==> src/rtl/note_select.sv <==
// ----------------------------------------------------------------------------
// note_select
//   Turns debounced key levels into one monophonic note for the synth voice.
//   The most recently pressed key wins. When the sounding key is released
//   while other keys are still held, the note falls back to the lowest held
//   key. The octave is stepped by the debounced octave button pulses.
//
// Ports
//   clk     in   1      system clock
//   rst     in   1      synchronous reset, active-high
//   keys    in   NKEYS  debounced key levels, 1 = held
//   oct_up  in   1      one-tick pulse, octave +1 (saturating)
//   oct_dn  in   1      one-tick pulse, octave -1 (saturating)
//   note    out  NW     index of the sounding key
//   octave  out  3      current octave
//   gate    out  1      1 while a note sounds
//   trig    out  1      one-cycle pulse on every note start or note change
// ----------------------------------------------------------------------------
module note_select #(
  parameter  int NKEYS    = 8,
  parameter  int OCT_MIN  = 0,
  parameter  int OCT_MAX  = 6,
  parameter  int OCT_INIT = 3,
  localparam int NW       = $clog2(NKEYS)
) (
  input  logic             clk,
  input  logic             rst,
  input  logic [NKEYS-1:0] keys,
  input  logic             oct_up,
  input  logic             oct_dn,
  output logic [NW-1:0]    note,
  output logic [2:0]       octave,
  output logic             gate,
  output logic             trig
);

  typedef enum logic [0:0] {
    IDLE = 1'b0,
    PLAY = 1'b1
  } state_t;

  state_t           state_q,  state_d;
  logic [NKEYS-1:0] keys_q;
  logic [NW-1:0]    note_q,   note_d;
  logic [2:0]       octave_q, octave_d;
  logic             gate_q,   gate_d;
  logic             trig_q,   trig_d;

  logic [NKEYS-1:0] rise_s;
  logic             cur_held_s;

  // Lowest set index wins; an all-zero vector encodes to 0 (never used).
  function automatic logic [NW-1:0] lowest_index(input logic [NKEYS-1:0] vec);
    logic [NW-1:0] idx;
    idx = '0;
    for (int i = NKEYS - 1; i >= 0; i--) begin
      if (vec[i]) begin
        idx = NW'(i);
      end else begin
        idx = idx;
      end
    end
    return idx;
  endfunction

  assign rise_s     = keys & ~keys_q;
  assign cur_held_s = keys[note_q];

  // Note/gate/trig selection: a new press always wins, then fallback, then release.
  always_comb begin
    state_d = state_q;
    note_d  = note_q;
    gate_d  = gate_q;
    trig_d  = 1'b0;
    if (rise_s != '0) begin
      // Covers a simultaneous release of the current key and press of another.
      note_d  = lowest_index(rise_s);
      trig_d  = 1'b1;
      gate_d  = 1'b1;
      state_d = PLAY;
    end else begin
      case (state_q)
        PLAY: begin
          if (keys == '0) begin
            gate_d  = 1'b0;
            state_d = IDLE;
          end else if (!cur_held_s) begin
            note_d = lowest_index(keys);
            trig_d = 1'b1;
          end else begin
            note_d = note_q;
          end
        end
        IDLE: begin
          gate_d = 1'b0;
        end
        default: begin
          state_d = IDLE;
          gate_d  = 1'b0;
        end
      endcase
    end
  end

  // Octave stepping; both buttons together cancel out.
  always_comb begin
    octave_d = octave_q;
    if (oct_up && !oct_dn && (octave_q < 3'(OCT_MAX))) begin
      octave_d = octave_q + 3'd1;
    end else if (oct_dn && !oct_up && (octave_q > 3'(OCT_MIN))) begin
      octave_d = octave_q - 3'd1;
    end else begin
      octave_d = octave_q;
    end
  end

  // State and output registers; reset clears keys_q so held keys retrigger.
  always_ff @(posedge clk) begin
    if (rst) begin
      state_q  <= IDLE;
      keys_q   <= '0;
      note_q   <= '0;
      octave_q <= 3'(OCT_INIT);
      gate_q   <= 1'b0;
      trig_q   <= 1'b0;
    end else begin
      state_q  <= state_d;
      keys_q   <= keys;
      note_q   <= note_d;
      octave_q <= octave_d;
      gate_q   <= gate_d;
      trig_q   <= trig_d;
    end
  end

  assign note   = note_q;
  assign octave = octave_q;
  assign gate   = gate_q;
  assign trig   = trig_q;

endmodule

==> config.mk <==
export PLATFORM = sky130hd
export DESIGN_NAME = note_select
export DESIGN_NICKNAME = d
export VERILOG_FILES = /design/src/rtl/note_select.sv
export SDC_FILE = /design/constraint.sdc
export NUM_CORES = 1
export LEC_CHECK = 0
export ABC_AREA = 0
export ABC_CLOCK_PERIOD_IN_PS = 4950
export CORE_ASPECT_RATIO = 1.2
export CORE_UTILIZATION = 45
export DETAILED_ROUTE_END_ITERATION = 8
export GPL_ROUTABILITY_DRIVEN = 0
export GPL_TIMING_DRIVEN = 1
export PLACE_DENSITY_LB_ADDON = 0.05
export SYNTH_ARGS = -nofsm -noshare
export SYNTH_HDL_FRONTEND = slang
export SYNTH_SLANG_ARGS = --single-unit
==> constraint.sdc <==
create_clock -name clk -period 4.95 [get_ports clk]
set_input_delay 1.485 -clock clk [delete_from_list [all_inputs] [get_ports clk]]
set_output_delay 1.485 -clock clk [all_outputs]
set_load 0.03 [all_outputs]
==> results of run 1 <==
==> worst min path at each step <==
stage / startpoint / to
floorplan: state_q$_SDFF_PP0_ / state_q$_SDFF_PP0_
CTS: gate$_SDFFE_PP0P_ / gate$_SDFFE_PP0P_
finish: gate$_SDFFE_PP0P_ / gate$_SDFFE_PP0P_
global route: gate$_SDFFE_PP0P_ / gate$_SDFFE_PP0P_
global placement: gate$_SDFFE_PP0P_ / gate$_SDFFE_PP0P_
detailed placement: gate$_SDFFE_PP0P_ / gate$_SDFFE_PP0P_
==> worst max-delay path, delay by kind of cell <==
kind,cells,cell delay (ns)
AND/OR/NAND/NOR,2,0.63
buffers and inverters,1,0.58
AO/OA/AOI/OAI,2,0.44
adder cells (fa/ha/maj),1,0.42
==> through the flow <==
stage	setup slack (ns)	hold WS, ns	instance area, um2
floorplan	1.96	0.488	965
global placement	1.40	0.447	1190
detailed placement	1.31	0.457	1190
CTS	1.61	0.473	1210
global route	1.48	0.508	1210
finish	1.56	0.469	1210
==> area by class of cell <==
| type | instances | area (um2) |
|---|---|---|
| clock buffers | 4 | 26.3 |
| fillers | 188 | 835 |
| inverters | 5 | 18.8 |
| multi-input cells | 79 | 602 |
| flip-flops and latches | 17 | 340 |
| well taps | 30 | 37.5 |
| repair buffers | 19 | 190 |
==> sequential cells by signal, indices dropped and copies added (netlist names) <==
| signal | cells |
|---|---|
| gate | 1 |
| keys_q | 8 |
| note | 3 |
| octave | 3 |
| state_q | 1 |
| trig | 1 |
==> report_power, final <==
part	internal (W)	total (W)	switching, W
clock	0.0000312	0.0000710	0.0000398
sequential	0.000146	0.000156	0.00000934
combinational	0.0000419	0.0000843	0.0000424
total	0.000219	0.000311	0.0000916
==> cell usage in the layout, fill, tap and decap left out, drive strengths merged, types with 3 or more instances in the layout <==
cell and n:
a21boi 3, a21oi 6, and2b 8, clkbuf 4
clkdlybuf4s50 19, dfxtp 17, inv 5, nand2b 4
nor2 13, nor2b 7, o21ai 4, o31ai 3
or4 3
==> routing by layer <==
| layer | global-route usage [%] | vias to the layer above |
|---|---|---|
| li1 | - | 414 |
| met1 | 23.7 | 387 |
| met2 | 34.3 | 17 |
| met3 | 3.10 | 2 |
| met4 | 4.55 | 0 |
| met5 | 0 | - |
==> cell families after synthesis <==
group           after synthesis
buf+inv                       6
fa+ha+maj                     1
flops                        17
mux                           4
simple gates                 46
compound gates               28
==> out/results.tsv, run 1 <==
stage	metric	value	unit
run_status	status	finished with violations	
run_status	violations	design-rule violations	
synth	synth-simple-area-share	30.5	%
cells_and_area	final_cells	154	
synth	synth-xor-area-share	0	%
clock_tree	cts_resized	0	
synth	yosys_warnings	0	
synth	synth-seq-cells	17	
worst_setup_path	critical_path_class	in2reg	
sta	rsz0062_at_grt	false	
worst_hold_path	hold_path.class	reg2reg	
clock_tree	ctsHoldBuffers	0	
synth	synth_edf_count	0	
floorplan	dieWidth	44.3	um
worst_setup_path	cp_slowest_cell	clkdlybuf4s50_1	
power_and_ir_drop	p_total	0.000311	W
power_and_ir_drop	leakage	0.470	nW
routing	wl_met2	986	um
clock_tree	clk_latency	0.27	ns
worst_setup_path	crit_end	octave[2]$_SDFFE_PP0P_	
flow_run	cap_violations	0	
synth	synth_top_family_by_area	simple AND/OR/NAND/NOR gates	
clock_tree	path_clk_slew	0.09	ns
worst_hold_path	holdPathStages	2	
clock_tree	cts_root_buf	clkbuf_4	
clock_tree	htree_levels	1	
synth	postSynthAreaPerCell	9.46	um2
worst_setup_path	worst_path_largest_cell_delay	0.58	ns
routing	top_layer_used	met4	
synth	syn_inst	102	
floorplan	ioPinCount	20	
worst_setup_path	reg2reg_from	octave[1]$_SDFFE_PP1P_	
place	dpl.cell_count	150	
synth	synth_nets	115	
synth	synth_top_area_share	35.3	%
place	hpwl	1.49	mm
synth	ys_top_cells_by_area	dfxtp_1 35%, and2b_2 7.3%, mux4_1 5.4%	
clock_tree	clkSinkCount	17	
worst_setup_path	start_kind	input pin	
clock_tree	numCtsBuffers	3	
routing	viasPerCell	5.32	
routing	wire_per_inst	12.9	um
routing	dr.first_iter.drc_count	12	
sta	tns	0	ns
routing	dr_total_vias	820	
sta	fin_crit_sh	68.4	%
sta	setup_viol	0	
synth	ys.flop_type	dfxtp_1	
routing	ant_nets	0	
worst_setup_path	crit_chain	clkdlybuf4s50_1 -> nand2b_1 -> a21o_1 -> fa_1 -> or4_1 -> a221oi_1	
worst_setup_path	cp.arrival	3.56	ns
global_route	antenna_found_initial	0	
sta	slew_headroom	58.7	%
power_and_ir_drop	peakVddDrop	0.221	mV
synth	synth_most_common_cell	dfxtp_1	
routing	totalWireLength	1.99	mm
synth	netlist_area	965	um2
synth	synth_compound_area_share	21.8	%
routing	drc	1	
worst_setup_path	reg2reg_slack	3.06	ns
cells_and_area	fin_util	59.3	%
power_and_ir_drop	power_density	256	nW/um2
synth	synthDistinctLibCells	38	
floorplan	start_util	47.1	%
sta	skew	0.00126	ns
worst_setup_path	r2r_cells	4	
global_route	grt_pass1_wl	3.36	mm
sta	min_period	3.39	ns
global_route	overflow	0	
worst_setup_path	worst_setup_path_end_kind	flop	
global_route	track_usage	19.2	%
clock_tree	cts_tree	built	
routing	dr.pass1.iters	8	
floorplan	coreArea	2050	um2
sta	fmax	0.295	GHz
sta	slew_violations	0	
cells_and_area	fin_nets	138	
floorplan	fp.dieH	52.7	um
synth	synthAdderAreaFrac	2.08	%
synth	netlist.top_cell.by_area	dfxtp_1	
synth	async_reset_ff_share	0	%
worst_setup_path	reg2reg_to	octave[2]$_SDFFE_PP0P_	
global_route	grt_max_degree	18	
routing	m1WireLength	927	um
synth	ys_seq_area_share	35.3	%
worst_setup_path	crit_fanout	7	
cells_and_area	drive_above_1_share	14.5	%
sta	hold_viol	0	
place	port_buffers	19	
global_route	grt_pass1_vias	781	
cells_and_area	area_growth_syn_to_layout	25.9	%
worst_setup_path	worstPathRequired	5.13	ns
clock_tree	clock_path_buffers	2	
floorplan	die_area	2330	um2
worst_setup_path	startpoint	oct_up	
cells_and_area	antenna_cells	0	
sta	worstMarginPinSlew	0.617	ns
floorplan	fp-row-count	18	
synth	synth.area.mux_share	8.04	%
clock_tree	post-cts-setup-buffer-count	0	
synth	synthTopCellsByCount	17 x dfxtp_1, 13 x nor2_1, 8 x and2b_2, 7 x nor2b_1, 6 x a21oi_1	
routing	wl_met3	64	um
Note: power is estimated with default switching activity, not from simulation.
==> run 2: changes to the inputs <==
ABC_CLOCK_PERIOD_IN_PS = 3300   (was 4950)
clock period = 3.3 ns   (was 4.95 ns; I/O delays follow)
==> out/results.tsv, run 2 (synthesized netlist as in run 1, its figures left out) <==
stage	metric	value	unit
worst_hold_path	hold_path.class	reg2reg	
clock_tree	htree_levels	1	
sta	rsz0062_at_grt	false	
routing	totalWireLength	2.08	mm
worst_hold_path	hp-start	gate$_SDFFE_PP0P_	
global_route	grt_pass1_vias	734	
sta	fin_crit_sh	85.1	%
run_status	violations	design-rule violations	
cells_and_area	drive_above_1_share	15.9	%
global_route	overflow	0	
worst_setup_path	path_buf_inv	1	
routing	viasPerCell	5.28	
cells_and_area	fin_nets	140	
global_route	antenna_found_initial	0	
cells_and_area	antenna_cells	0	
sta	setup_viol	0	
clock_tree	clk_latency	0.29	ns
floorplan	ioPinCount	20	
sta	slew_violations	0	
worst_hold_path	holdPathStages	2	
sta	fin_worst_hold_slack	0.460	ns
worst_setup_path	reg2reg_from	note[1]$_SDFFE_PP0P_	
floorplan	fp-row-count	18	
worst_setup_path	reg2reg_slack	1.39	ns
clock_tree	clock_path_buffers	2	
clock_tree	numCtsBuffers	3	
floorplan	die_area	2330	um2
clock_tree	post-cts-setup-buffer-count	0	
floorplan	coreArea	2050	um2
clock_tree	clkSinkCount	17	
cells_and_area	area_growth_syn_to_layout	27.5	%
routing	dr_total_vias	823	
cells_and_area	regMostFlops	keys_q	
worst_setup_path	cp_slowest_cell	clkdlybuf4s50_1	
global_route	grt_pass1_wl	3.42	mm
floorplan	dieWidth	44.3	um
clock_tree	cts_resized	0	
clock_tree	cts_tree	built	
worst_setup_path	cp.arrival	3.02	ns
worst_setup_path	start_kind	input pin	
sta	skew	0.00213	ns
sta	hold_viol	0	
floorplan	start_util	47.1	%
routing	dr.first_iter.drc_count	20	
cells_and_area	fin_util	60.0	%
floorplan	fp.dieH	52.7	um
power_and_ir_drop	power_density	387	nW/um2
worst_hold_path	min_to	gate$_SDFFE_PP0P_	
cells_and_area	largest_reg_flops	8	
routing	wire_per_inst	13.3	um
worst_setup_path	critical_path_class	in2reg	
cells_and_area	layout_commonest_cell	clkdlybuf4s50_1	
worst_setup_path	r2r_cells	5	
worst_setup_path	crit_chain	clkdlybuf4s50_1 -> nand2b_1 -> a21o_1 -> fa_1 -> or4_1 -> a221oi_1	
sta	min_period	2.81	ns
sta	tns	0	ns
worst_setup_path	worstPathRequired	3.51	ns
worst_setup_path	reg2reg_to	note[1]$_SDFFE_PP0P_	
routing	drc	1	
sta	fmax	0.356	GHz
global_route	track_usage	20.7	%
worst_setup_path	worst_setup_path_end_kind	flop	
worst_setup_path	crit_fanout	7	
flow_run	cap_violations	0	
sta	worstMarginPinSlew	0.523	ns
clock_tree	path_clk_slew	0.10	ns
clock_tree	cts_root_buf	clkbuf_4	
routing	ant_nets	0	
run_status	status	finished with violations	
worst_setup_path	critPathTopFamily	simple AND/OR/NAND/NOR gates	
cells_and_area	final_cell_mix	19 x clkdlybuf4s50_1, 17 x dfxtp_1, 13 x nor2_1, 8 x and2b_2, 7 x nor2b_1	
worst_setup_path	worst_path_largest_cell_delay	0.57	ns
global_route	grt_max_degree	12	
power_and_ir_drop	peakVddDrop	0.241	mV
place	hpwl	1.60	mm
power_and_ir_drop	leakage	0.480	nW
clock_tree	ctsHoldBuffers	0	
place	port_buffers	19	
sta	slew_headroom	64.8	%
routing	dr.pass1.iters	8	
==> run 2: per-stage QoR <==
stage / std cells / setup slack (ns) / area, um2 / power (W)
2_1_floorplan: 102 / 0.808 / 965 / 0.000315
3_3_place_gp: 152 / 0.252 / 1200 / 0.000364
3_5_place_dp: 152 / 0.183 / 1200 / 0.000367
4_1_cts: 156 / 0.514 / 1230 / 0.000483
5_1_grt: 156 / 0.396 / 1230 / 0.000506
6_report: 156 / 0.491 / 1230 / 0.000476
==> run 2: how the worst max path moves through the flow <==
| stage | end | startpoint | cells past startpoint | slack (ns) |
|---|---|---|---|---|
| 2_1_floorplan | octave[2]$_SDFFE_PP0P_ | oct_dn | 5 | 0.81 |
| 5_1_grt | octave[2]$_SDFFE_PP0P_ | oct_up | 6 | 0.40 |
| 6_report | octave[2]$_SDFFE_PP0P_ | oct_up | 6 | 0.49 |
| 4_1_cts | octave[2]$_SDFFE_PP0P_ | oct_up | 6 | 0.51 |
| 3_3_place_gp | octave[2]$_SDFFE_PP0P_ | oct_up | 6 | 0.25 |
| 3_5_place_dp | octave[2]$_SDFFE_PP0P_ | oct_up | 6 | 0.18 |
==> run 2: area by class of cell <==
class                      instances  area (um2)
fill                             203         820
multi-input combinational         79         602
sequential                        17         340
timing repair buffer              21         205
tap                               30        37.5
clock buffer                       4        26.3
inverter                           5        18.8
==> run 2: worst reg2reg max path: stages (launching register included) <==
cell	delay [ns]
dfxtp_1	0.42
mux4_1	0.57
mux2_4	0.29
o211ai_4	0.22
inv_1	0.10
o31ai_2	0.23
==> run 2: power breakdown <==
part | total, W | switching [W] | internal [W]
Sequential | 0.000234 | 0.0000141 | 0.000219
Combinational | 0.000129 | 0.0000647 | 0.0000645
Clock | 0.000113 | 0.0000659 | 0.0000471
==> run 2: metal layers <==
| metal | vias up | GRT usage, % | part of all wire [%] |
|---|---|---|---|
| li1 | 422 | - | - |
| met1 | 384 | 23.9 | 44 |
| met2 | 13 | 36.0 | 52 |
| met3 | 4 | 4.14 | 3.0 |
| met4 | 0 | 9.09 | 1.3 |
| met5 | - | 0 | 0 |
